[src/rtl/cla_pipe_addsub.sv]
// Pipelined carry-lookahead adder/subtractor (ADD/ADC/SUB/SBC) with status flags
// and valid/ready handshakes on both sides; each stage resolves a slice of groups.
module cla_pipe_addsub #(
    parameter int unsigned WIDTH  = 16,
    parameter int unsigned GROUP  = 4,
    parameter int unsigned STAGES = 2
) (
    input  logic             clk,
    input  logic             rst,
    input  logic             in_valid,
    output logic             in_ready,
    input  logic [WIDTH-1:0] in_a,
    input  logic [WIDTH-1:0] in_b,
    input  logic             in_cin,
    input  logic [1:0]       in_op,
    output logic             out_valid,
    input  logic             out_ready,
    output logic [WIDTH-1:0] out_sum,
    output logic             out_cout,
    output logic             out_ovf,
    output logic             out_zero,
    output logic             out_neg
);
    localparam int unsigned NG   = WIDTH / GROUP;
    localparam int unsigned LAST = STAGES - 1;

    // Carry out of the low n positions in two-level form: every generate ANDed with
    // all propagates above it, plus cin ANDed with all n propagates.
    function automatic logic carry_la(input logic [WIDTH-1:0] p, input logic [WIDTH-1:0] g,
                                      input logic cin, input int unsigned n);
        logic res;
        logic term;
        logic all_p;
        res   = 1'b0;
        all_p = cin;
        for (int unsigned i = 0; i < WIDTH; i++) begin
            if (i < n) begin
                term = g[i];
                for (int unsigned j = 0; j < WIDTH; j++) begin
                    if (j > i && j < n) term = term & p[j];
                end
                res   = res | term;
                all_p = all_p & p[i];
            end
        end
        return res | all_p;
    endfunction

    // Resolve groups [lo, hi) on top of the partial sum; returns {carry_out, sum}.
    function automatic logic [WIDTH:0] slice_add(input logic [WIDTH-1:0] a,
                                                 input logic [WIDTH-1:0] b,
                                                 input logic [WIDTH-1:0] s_in,
                                                 input logic c_in,
                                                 input int unsigned lo,
                                                 input int unsigned hi);
        logic [WIDTH-1:0] p;
        logic [WIDTH-1:0] g;
        logic [WIDTH-1:0] pb;
        logic [WIDTH-1:0] gb;
        logic [WIDTH-1:0] s;
        logic [WIDTH-1:0] gp;
        logic [WIDTH-1:0] gg;
        logic             cg;
        p  = a ^ b;
        g  = a & b;
        s  = s_in;
        gp = '0;
        gg = '0;
        for (int unsigned k = 0; k < NG; k++) begin
            pb    = p >> (k * GROUP);
            gb    = g >> (k * GROUP);
            gp[k] = carry_la(pb, '0, 1'b1, GROUP);
            gg[k] = carry_la(pb, gb, 1'b0, GROUP);
        end
        gp = gp >> lo;
        gg = gg >> lo;
        for (int unsigned k = 0; k < NG; k++) begin
            if (k >= lo && k < hi) begin
                cg = carry_la(gp, gg, c_in, k - lo);
                pb = p >> (k * GROUP);
                gb = g >> (k * GROUP);
                for (int unsigned i = 0; i < GROUP; i++) begin
                    s[k * GROUP + i] = pb[i] ^ carry_la(pb, gb, cg, i);
                end
            end
        end
        return {carry_la(gp, gg, c_in, hi - lo), s};
    endfunction

    logic [STAGES-1:0] st_v;
    logic [STAGES-1:0] st_c;
    logic [WIDTH-1:0]  st_a [STAGES];
    logic [WIDTH-1:0]  st_b [STAGES];
    logic [WIDTH-1:0]  st_s [STAGES];
    logic              ovf_q;
    logic              zero_q;
    logic              neg_q;

    logic [STAGES-1:0] load;
    logic [STAGES-1:0] nx_v;
    logic [STAGES-1:0] nx_c;
    logic [WIDTH-1:0]  nx_a [STAGES];
    logic [WIDTH-1:0]  nx_b [STAGES];
    logic [WIDTH-1:0]  nx_s [STAGES];
    logic              nx_ovf;
    logic              nx_zero;
    logic              nx_neg;

    // Stage load enables (backpressure chain) and per-stage slice arithmetic.
    always_comb begin
        logic             take;
        logic [WIDTH:0]   r;
        logic             c0;
        load = '0;
        nx_v = '0;
        nx_c = '0;
        for (int unsigned k = 0; k < STAGES; k++) begin
            nx_a[k] = '0;
            nx_b[k] = '0;
            nx_s[k] = '0;
        end

        take = out_ready;
        for (int k = int'(LAST); k >= 0; k--) begin
            load[k] = !st_v[k] || take;
            take    = load[k];
        end

        c0      = in_op[0] ? in_cin : in_op[1];
        nx_v[0] = in_valid;
        nx_a[0] = in_a;
        nx_b[0] = in_op[1] ? ~in_b : in_b;
        r       = slice_add(nx_a[0], nx_b[0], '0, c0, 0, NG / STAGES);
        nx_s[0] = r[WIDTH-1:0];
        nx_c[0] = r[WIDTH];
        for (int unsigned k = 1; k < STAGES; k++) begin
            nx_v[k] = st_v[k-1];
            nx_a[k] = st_a[k-1];
            nx_b[k] = st_b[k-1];
            r       = slice_add(st_a[k-1], st_b[k-1], st_s[k-1], st_c[k-1],
                                (k * NG) / STAGES, ((k + 1) * NG) / STAGES);
            nx_s[k] = r[WIDTH-1:0];
            nx_c[k] = r[WIDTH];
        end

        nx_ovf  = (nx_a[LAST][WIDTH-1] == nx_b[LAST][WIDTH-1]) &&
                  (nx_s[LAST][WIDTH-1] != nx_a[LAST][WIDTH-1]);
        nx_zero = ~|nx_s[LAST];
        nx_neg  = nx_s[LAST][WIDTH-1];
    end

    // Pipeline registers; data only moves with a valid beat so stalls hold outputs.
    always_ff @(posedge clk) begin
        if (rst) begin
            st_v   <= '0;
            st_c   <= '0;
            ovf_q  <= 1'b0;
            zero_q <= 1'b0;
            neg_q  <= 1'b0;
            for (int unsigned k = 0; k < STAGES; k++) begin
                st_a[k] <= '0;
                st_b[k] <= '0;
                st_s[k] <= '0;
            end
        end else begin
            for (int unsigned k = 0; k < STAGES; k++) begin
                if (load[k]) begin
                    st_v[k] <= nx_v[k];
                    if (nx_v[k]) begin
                        st_a[k] <= nx_a[k];
                        st_b[k] <= nx_b[k];
                        st_s[k] <= nx_s[k];
                        st_c[k] <= nx_c[k];
                    end
                end
            end
            if (load[LAST] && nx_v[LAST]) begin
                ovf_q  <= nx_ovf;
                zero_q <= nx_zero;
                neg_q  <= nx_neg;
            end
        end
    end

    assign in_ready  = load[0];
    assign out_valid = st_v[LAST];
    assign out_sum   = st_s[LAST];
    assign out_cout  = st_c[LAST];
    assign out_ovf   = ovf_q;
    assign out_zero  = zero_q;
    assign out_neg   = neg_q;

endmodule
[config.mk]
export PLATFORM = sky130hd
export DESIGN_NAME = cla_pipe_addsub
export DESIGN_NICKNAME = d
export VERILOG_FILES = /design/src/rtl/cla_pipe_addsub.sv
export SDC_FILE = /design/constraint.sdc
export NUM_CORES = 1
export LEC_CHECK = 0
export ABC_AREA = 1
export BUFFER_PORTS_ARGS = -buffer_cell sky130_fd_sc_hd__buf_4
export CORE_AREA = 3 3 75 91
export CTS_BUF_LIST = sky130_fd_sc_hd__clkbuf_8 sky130_fd_sc_hd__clkbuf_16
export DETAILED_ROUTE_END_ITERATION = 6
export DIE_AREA = 0 0 78 94
export GPL_ROUTABILITY_DRIVEN = 0
export PLACE_DENSITY_LB_ADDON = 0.25
export SETUP_SLACK_MARGIN = 0.4
export SLEW_MARGIN = 20
export SYNTH_ARGS = -nofsm -noshare
export SYNTH_HDL_FRONTEND = slang
export SYNTH_SLANG_ARGS = --single-unit
export TNS_END_PERCENT = 20
[constraint.sdc]
create_clock -name clk -period 2.6 [get_ports clk]
set_input_delay 0.13 -clock clk [delete_from_list [all_inputs] [get_ports clk]]
set_output_delay 0.13 -clock clk [all_outputs]
set_load 0.02 [all_outputs]
==> reports/metrics.yaml, run 1 <==
outcome:
  outcome: "finished, final reports clean"
yosys:
  ys_seq_area_share_pct: 49.68
  synth_area_um2: 2700
  synth_top_flop_cell: "edfxtp_1"
  ys_types: 26
  synth_warnings: 0
  synth_cells: 287
  postSynth.asyncResetShare_pct: 0
  ys_seq_elements: 47
  synth-edff-count: 40
  synth.avg_cell_area_um2: 9.408
  syn_nets: 350
timing:
  rsz0062_at_grt: "yes"
  tightest_slew_ps: 946.1
  final.setup_skew_ps: 7.383
  layout_setup_ws_ps: 273.6
  finalHoldViolations: 0
  max_freq_mhz: 429.9
  drv_slew: 0
  fin_setup_tns_ps: 0
  setup_viol: 0
  fin_crit_sh_pct: 89.48
  timing.slew.headroom_pct: 36.78
  min_period_ps: 2326
global_route:
  overflow: 0
  grt_pass1_wl_mm: 8.507
  antenna_found_initial: 0
  grt_max_degree: 41
  grt_pass1_vias: 1951
  track_usage_pct: 14.45
final_layout:
  nFillCells: 566
  final_layout_size_suffix_gt1_share_pct: 26.97
  diodes: 0
  area_growth_pct: 28.73
  ff_latch_area_um2: 1341
  final_common_cell: "buf_4"
  nNetsFinal: 418
  multiInputGateArea_um2: 1250
  layout_common_cells: "buf_4, nor2_1, nand2_1"
drt:
  viasPerCell: 4.543
  vias: 1990
  drt_iter0_drc: 108
  first_pass_iters: 6
  wl_per_cell_um: 11.61
  routed_wirelength_mm: 5.085
  route.detailed.drc: 0
  ant_nets: 0
placed_design:
  dp_slack_ps: 179.5
  numPortBuffers: 60
  dp_hpwl_mm: 3.778
pwr:
  p_leak_nw: 1.642
  powerDensity_nw_per_um2: 566.1
  ir_worst_vdd_uv: 218.3
clocking:
  cts_inserted_buffers: 5
  worstSkewPairLatency_ps: 300
  cts_root_buffer: "clkbuf_8"
  cts_tree: "yes"
  htreeDepth: 2
  cts_max_path_buffers: 2
  clk_pin_slew_worst_paths_ps: 80
  cts.sinks: 47
floorplanning:
  start_util_pct: 44.62
  die_area_um2: 7332
  die_h_um: 94
  rows: 31
  fp.dieW_um: 78
  io-pin-count: 61
  coreArea_um2: 6051
hold_path:
  hold_class: "primary input to flip-flop"
  holdCritStartpoint: "rst"
worst_setup_path:
  critPathMaxFanout: 5
  cp_data_arrival_time_ps: 2570
  crit_path_start_kind: "flip-flop"
  cp-end-kind: "flip-flop"
  cp-startpoint: "st_a[0][10]$_SDFFCE_PN0P_"
  reg2reg_from: "st_a[0][10]$_SDFFCE_PN0P_"
  path_class: "flip-flop to flip-flop"
  worstPathRequired_ps: 2850
run:
  cap_violations: 0
## metrics by stage
| stage | area (um^2) | utilization, % | hold slack (ps) | std cells | power, mW |
|---|---|---|---|---|---|
| after global placement | 3226 | 53.31 | 333.8 | 424 | 1.405 |
| after floorplan | 2703 | - | 199.1 | 287 | 1.257 |
| final | 3476 | 57.44 | 10.86 | 438 | 1.968 |
| after CTS | 3411 | 56.37 | 12.33 | 434 | 1.945 |
| after global routing | 3476 | 57.44 | 13.33 | 438 | 2.080 |
| after detailed placement | 3226 | 53.31 | 330.0 | 424 | 1.415 |
## layer usage
metal  GRT usage [%]  wire [um]  vias to the layer above
li1                -          -                     1058
met1           17.41       2227                      872
met2           25.36       2487                       53
met3           2.495        262                        7
met4           6.122        108                        0
met5               0          0                        -
## timing repair
action | CTS | global route
buffers inserted | 2 | 4
hold buffers | 0 | 0
setup endpoints to repair | 5 | 7
gates cloned | 0 | 0
pin swaps | 4 | 11
resized for setup | 8 | 8
## worst max-delay path: stages, from the launching register on
cell and delay [ps]:
edfxtp_1 430, ha_4 290, nand4_1 110, o2111ai_2 130, or2_4 260, fa_2 390
xor2_4 180, nor3_2 130, nand2_1 90, nor2_1 100, nand3_1 80, nand2_1 70
## report_power, final
part / internal, mW / switching (mW) / total, mW
Combinational: 0.229 / 0.289 / 0.518
Sequential: 0.901 / 0.0340 / 0.935
Clock: 0.281 / 0.233 / 0.514
## worst paths after layout
check	to	slack, ps	cells after the start
worst min-delay path	st_v[0]$_SDFFE_PP0N_	10	2
worst min register to register	out_zero$_SDFFE_PP0P_	450	2
worst max register to register	out_zero$_SDFFE_PP0P_	270	11
worst max-delay path	out_zero$_SDFFE_PP0P_	270	11
## cells in the mapped netlist, types with 2 or more instances
cell,number,area share (%)
o21ai_2,2,0.65
nand4_1,6,1.4
nand2_1,45,6.3
edfxtp_1,40,44
ha_1,20,9.3
or2_2,2,0.46
buf_2,4,0.74
nand3_1,17,3.2
dfxtp_1,7,5.2
o21bai_1,2,0.56
inv_2,2,0.28
nor2_1,51,7.1
a21oi_1,9,1.7
nor3_1,3,0.56
fa_1,4,3.0
inv_1,43,6.0
xor2_1,10,3.2
xnor2_1,11,3.6
buf_4,2,0.56
## area by class of cell
class / instances / area share (%)
flip-flops and latches: 47 / 38.59
multi-input cells: 189 / 35.96
repair buffers: 67 / 14.47
inverters: 45 / 4.932
well taps: 82 / 2.952
clock buffers: 5 / 1.980
clock inverters: 3 / 1.116
## state kept, by name, indices dropped and copies added (netlist names)
| register | cells |
|---|---|
| st_c | 2 |
| st_a | 8 |
| out_neg | 1 |
| out_zero | 1 |
| out_ovf | 1 |
| st_s | 24 |
| st_b | 8 |
| st_v | 2 |
## cells by family after synthesis
logic type | synth area share (%)
compound gates | 3.939
flops | 49.68
buf+inv | 7.553
xor+xnor | 6.812
simple gates | 19.79
fa+ha+maj | 12.23
Note: power is estimated with default switching activity, not from simulation.
==> inputs of run 2 (changes only) <==
CAP_MARGIN = 20   (was not set)
RECOVER_POWER = 25   (was not set)
==> reports/metrics.yaml, run 2 (synthesized netlist as in run 1, its figures left out) <==
worst_setup_path:
  slowest_delay_ps: 430
  reg2reg_from: "st_a[0][10]$_SDFFCE_PN0P_"
  worstPathRequired_ps: 2850
  reg2reg_depth: 11
  timing.rr.end: "out_zero$_SDFFE_PP0P_"
  critPathCapture: "out_zero$_SDFFE_PP0P_"
  path_cells: "ha_4 -> nand4_1 -> o2111ai_2 -> or2_4 -> fa_2 -> xor2_4 -> nor3_2 -> nand2_1 -> nor2_1 -> nand3_1 -> nand2_1"
  crit_buf_inv: 0
  critPathMaxFanout: 5
  rrSetupSlack_ps: 270
  crit_path_start_kind: "flip-flop"
  cp-end-kind: "flip-flop"
  cp-startpoint: "st_a[0][10]$_SDFFCE_PN0P_"
  cp_data_arrival_time_ps: 2580
  crit_top_cell: "nand2_1"
  crit_slowest_cell: "edfxtp_1"
  path_depth: 11
  cpLargestDelayFamily: "simple AND/OR/NAND/NOR gates"
  path_class: "flip-flop to flip-flop"
timing:
  fin_setup_tns_ps: 0
  timing.slew.headroom_pct: 37.19
  min_period_ps: 2330
  finalHoldViolations: 0
  setup_viol: 0
  fin_crit_sh_pct: 89.61
  drv_slew: 0
  tightest_slew_ps: 939.9
  final.setup_skew_ps: 7.220
  whs_ps: 9.202
  max_freq_mhz: 429.2
  rsz0062_at_grt: "yes"
clocking:
  cts_inserted_buffers: 5
  htreeDepth: 2
  cts_tree: "yes"
  cts_hold_buf: 0
  cts_max_path_buffers: 2
  clk_pin_slew_worst_paths_ps: 80
  worstSkewPairLatency_ps: 300
  cts.sinks: 47
  cts_root_buffer: "clkbuf_8"
pwr:
  power_frac_seq_pct: 48.1
  ir_worst_vdd_uv: 213.6
  finalPower_mw: 1.943
  swShare_pct: 28.57
  p_switching_mw: 0.5552
  share_comb_of_total_power_pct: 25.5
  p_int_mw: 1.388
  powerDensity_nw_per_um2: 573.7
  p_clk_share_pct: 26.5
  p_leak_nw: 1.558
global_route:
  grt_pass1_vias: 1951
  track_usage_pct: 14.45
  antenna_found_initial: 0
  grt_pass1_wl_mm: 8.507
  grt_max_degree: 41
  overflow: 0
drt:
  first_pass_iters: 4
  wl_per_cell_um: 11.68
  drt_iter0_drc: 117
  vias: 1993
  route.detailed.drc: 0
  ant_nets: 0
  viasPerCell: 4.550
  routed_wirelength_mm: 5.115
floorplanning:
  io-pin-count: 61
  coreArea_um2: 6051
  fp.dieW_um: 78
  die_area_um2: 7332
  die_h_um: 94
  start_util_pct: 44.62
  rows: 31
final_layout:
  nFillCells: 591
  layout_common_cells: "nor2_1, nand2_1, buf_4"
  final_layout_size_suffix_gt1_share_pct: 20.51
  postLayoutCellArea_um2: 3387
  nNetsFinal: 418
  area_growth_pct: 25.44
  diodes: 0
  reg_top3: "st_s (24), st_a (8), st_b (8)"
  largest_reg_flops: 24
  final_util_pct: 55.98
  regMostFlops: "st_s"
  final_common_cell: "nor2_1"
placed_design:
  dp_hpwl_mm: 3.778
  placed_cell_area_um2: 3226
  numPortBuffers: 60
hold_path:
  hold_class: "primary input to flip-flop"
outcome:
  outcome: "finished, final reports clean"
run:
  cap_violations: 0
[run 2: metrics by stage]
step                cells  worst slack (ps)
finish                438             270.0
detailed placement    424             179.5
global placement      424             241.8
CTS                   434             292.1
floorplan             287             412.3
global route          438             124.4
[run 2: worst min path at each step]
stage	startpoint	to	slack [ps]	depth (start not counted)
2_1_floorplan	rst	st_c[0]$_SDFFE_PP0P_	200	1
3_3_place_gp	rst	st_v[0]$_SDFFE_PP0N_	330	2
3_5_place_dp	rst	st_c[0]$_SDFFE_PP0P_	330	2
4_1_cts	rst	st_v[0]$_SDFFE_PP0N_	10	2
5_1_grt	rst	st_v[0]$_SDFFE_PP0N_	10	2
6_report	rst	st_v[0]$_SDFFE_PP0N_	9	2
[run 2: worst reg2reg max path, cell delays in order (launching register included)]
cell,delay (ps)
edfxtp_1,430
ha_4,290
nand4_1,110
o2111ai_2,130
or2_4,260
fa_2,390
xor2_4,190
nor3_2,130
nand2_1,100
nor2_1,110
nand3_1,80
nand2_1,70
[run 2: area by class of cell]
| class | count | area, um^2 | area share (%) |
|---|---|---|---|
| clock buffer | 5 | 68.82 | 2.032 |
| clock inverter | 3 | 38.79 | 1.145 |
| inverter | 45 | 171.4 | 5.061 |
| multi-input combinational | 189 | 1242 | 36.68 |
| sequential | 47 | 1341 | 39.60 |
| tap | 82 | 102.6 | 3.029 |
| timing repair buffer | 67 | 421.7 | 12.45 |
[run 2: power by group through the flow]
| stage | sequential, mW | combinational (mW) | clock (mW) |
|---|---|---|---|
| floorplan | 0.978 | 0.279 | 0 |
| global placement | 0.945 | 0.460 | 0 |
| detailed placement | 0.946 | 0.469 | 0 |
| CTS | 0.934 | 0.492 | 0.518 |
| global route | 0.942 | 0.561 | 0.551 |
| finish | 0.934 | 0.495 | 0.514 |
[run 2: layer usage]
layer / vias up / routed length (um) / GRT usage, %
li1: 1059 / - / -
met1: 871 / 2255 / 17.41
met2: 53 / 2449 / 25.36
met3: 10 / 265 / 2.495
met4: 0 / 144 / 6.122
met5: - / 0 / 0
[run 2: what timing repair did]
| action | in CTS | in global routing |
|---|---|---|
| gates resized for setup | 8 | 8 |
| endpoints found under the setup margin | 5 | 7 |
| buffers inserted | 2 | 4 |
| pin swaps | 4 | 11 |
==> inputs of run 3 (changes only) <==
ABC_AREA = not set   (was 1)
ABC_CLOCK_PERIOD_IN_PS = 2600   (was not set)
CORE_AREA = 3 3 74 89   (was 3 3 75 91)
DIE_AREA = 0 0 77 92   (was 0 0 78 94)
MAX_ROUTING_LAYER = met4   (was not set)
==> reports/metrics.yaml, run 3 <==
timing:
  fin_crit_sh_pct: 90.63
  min_period_ps: 2356
  setup_viol: 0
  layout_setup_ws_ps: 243.7
  finalHoldViolations: 0
  tightest_slew_ps: 1214
  rsz0062_at_grt: "yes"
  max_freq_mhz: 424.4
  whs_ps: 78.68
  timing.slew.headroom_pct: 19.04
  fin_setup_tns_ps: 0
  drv_slew: 0
  final.setup_skew_ps: 4.977
final_layout:
  stdcell_count: 363
  final_common_cell: "buf_4"
  postLayoutCellArea_um2: 3171
  reg_top3: "st_s (24), st_a (8), st_b (8)"
  area_growth_pct: 22.83
  largest_reg_flops: 24
  layout_common_cells: "buf_4, edfxtp_1, nor2_1"
  diodes: 0
  regMostFlops: "st_s"
  final_layout_size_suffix_gt1_share_pct: 20.49
  nNetsFinal: 345
drt:
  viasPerCell: 4.741
  ant_nets: 0
  drt_iter0_drc: 62
  wl_per_cell_um: 12.42
  routed_wirelength_mm: 4.508
  route.detailed.drc: 0
  first_pass_iters: 4
  vias: 1721
floorplanning:
  die_area_um2: 7084
  rows: 30
  io-pin-count: 61
  die_h_um: 92
  coreArea_um2: 5743
  start_util_pct: 44.95
  fp.dieW_um: 77
global_route:
  grt_max_degree: 25
  grtUsageMet3_pct: 3.438
  met2_usage_pct: 22.82
  antenna_found_initial: 0
  grt_pass1_wl_mm: 7.700
  grt_use_met1_pct: 16.63
  grt-busiest-layer: "met2"
  grt_pass1_vias: 1752
  overflow: 0
  track_usage_pct: 14.11
placed_design:
  place_inst: 353
  dp_hpwl_mm: 3.618
  numPortBuffers: 60
  placed_cell_area_um2: 3126
  dp_slack_ps: 201.7
run:
  cap_violations: 0
pwr:
  ir_worst_vdd_uv: 312.5
  p_clk_share_pct: 24.0
  p_switching_mw: 0.5029
  p_leak_nw: 1.329
  share_comb_of_total_power_pct: 24.7
  swShare_pct: 27.72
  power_frac_seq_pct: 51.3
  powerDensity_nw_per_um2: 572.2
  p_int_mw: 1.311
yosys:
  synth_cells: 218
  postSynth.asyncResetShare_pct: 0
  synth_area_um2: 2581
  ys_seq_elements: 47
  synth_top_area_share_pct: 46.53
  ys_types: 33
  yosysMostFrequentCell: "edfxtp_1"
  ys_seq_area_share_pct: 51.96
  synth_warnings: 0
  synth.avg_cell_area_um2: 11.84
  synth_top_flop_cell: "edfxtp_1"
  synthTopCellsByCount: "edfxtp_1, nor2_1, and2_1, ha_1, xnor2_1"
  synthTopCellsByArea: "edfxtp_1, ha_1, dfxtp_1"
  synth-edff-count: 40
  syn_nets: 281
  yosysTopAreaCell: "edfxtp_1"
clocking:
  cts_max_path_buffers: 2
  cts_inserted_buffers: 5
  cts_tree: "yes"
  htreeDepth: 2
  worstSkewPairLatency_ps: 300
  clk_pin_slew_worst_paths_ps: 80
  cts.sinks: 47
  cts_root_buffer: "clkbuf_8"
worst_setup_path:
  cp-end-kind: "flip-flop"
  worstPathRequired_ps: 2820
  crit_slowest_cell: "fa_1"
  path_class: "flip-flop to flip-flop"
  crit_path_start_kind: "flip-flop"
  path_cells: "ha_1 -> a21oi_1 -> o21ai_1 -> a21o_1 -> fa_1 -> or3_1 -> nor4_2 -> nand4_1 -> o22ai_1"
  critPathMaxFanout: 3
  cp_data_arrival_time_ps: 2570
  slowest_delay_ps: 440
hold_path:
  hold_class: "primary input to flip-flop"
outcome:
  outcome: "finished, final reports clean"
-- run 3: changes by cell type after synthesis, moves of 4 or more --
cell / before / now
a21o_1: 0 / 4
nor2_1: 51 / 32
xnor2_1: 11 / 16
nand3_1: 17 / 0
nand2_1: 45 / 8
and2_1: 0 / 20
o21ai_0: 1 / 5
inv_1: 43 / 4
nand2b_1: 0 / 6
-- run 3: final timing paths --
path	from	endpoint	slack [ps]	depth (start not counted)
hold reg to reg	out_zero$_SDFFE_PP0P_	out_zero$_SDFFE_PP0P_	480	2
setup reg to reg	st_b[0][8]$_SDFFCE_PN0P_	out_zero$_SDFFE_PP0P_	240	9
setup / recovery	st_b[0][8]$_SDFFCE_PN0P_	out_zero$_SDFFE_PP0P_	240	9
hold / removal	in_valid	st_v[0]$_SDFFE_PP0N_	80	3
-- run 3: layer usage --
layer | wire, um | share of wire, %
met5 | 0 | 0
met4 | 106 | 2.4
met3 | 225 | 5.0
met2 | 2170 | 48
met1 | 2007 | 45
-- run 3: power groups by stage --
| stage | Clock (mW) | Sequential, mW | Combinational [mW] |
|---|---|---|---|
| 5_1_grt | 0.481 | 0.939 | 0.506 |
| 3_3_place_gp | 0 | 0.947 | 0.456 |
| 3_5_place_dp | 0 | 0.948 | 0.467 |
| 2_1_floorplan | 0 | 0.981 | 0.279 |
| 6_report | 0.436 | 0.930 | 0.448 |
| 4_1_cts | 0.442 | 0.932 | 0.475 |
-- run 3: kinds of logic after synthesis --
group                      after synthesis  synth area share, %
muxes                                    2               0.9693
adders and majority gates               24                12.80
DFF                                     47                51.96
buffers and inverters                   12                2.326
xor gates and xnor gates                29                9.840
AOI/OAI and AO/OA                       28                7.465
and+or+nand+nor                         76                14.64
-- run 3: metrics by stage --
step / total power [mW] / utilization, %
after floorplan: 1.260 / -
after global placement: 1.403 / 54.42
after detailed placement: 1.415 / 54.42
after CTS: 1.849 / 56.47
after global routing: 1.925 / 55.21
final: 1.814 / 55.21
-- run 3: critical path: cells and delay by family (launching register included) --
family / cells / cell delay, ps
and+or+nand+nor: 3 / 590
AOI/OAI and AO/OA: 4 / 520
adders and majority gates: 2 / 770
DFF: 1 / 400
-- run 3: layout make-up --
| type | count | area [um^2] |
|---|---|---|
| fill | 541 | 2572 |
| sequential | 47 | 1341 |
| multi-input combinational | 159 | 1222 |
| timing repair buffer | 65 | 401.6 |
| tap | 80 | 100.1 |
| clock buffer | 6 | 82.58 |
| inverter | 4 | 15.01 |
| clock inverter | 2 | 7.507 |
-- run 3: what timing repair did --
action | CTS | global route
setup endpoints to repair | 2 | 5
gates resized for setup | 1 | 2
buffers inserted | 2 | 0
hold buffers | 0 | 0
pin swaps | 0 | 0
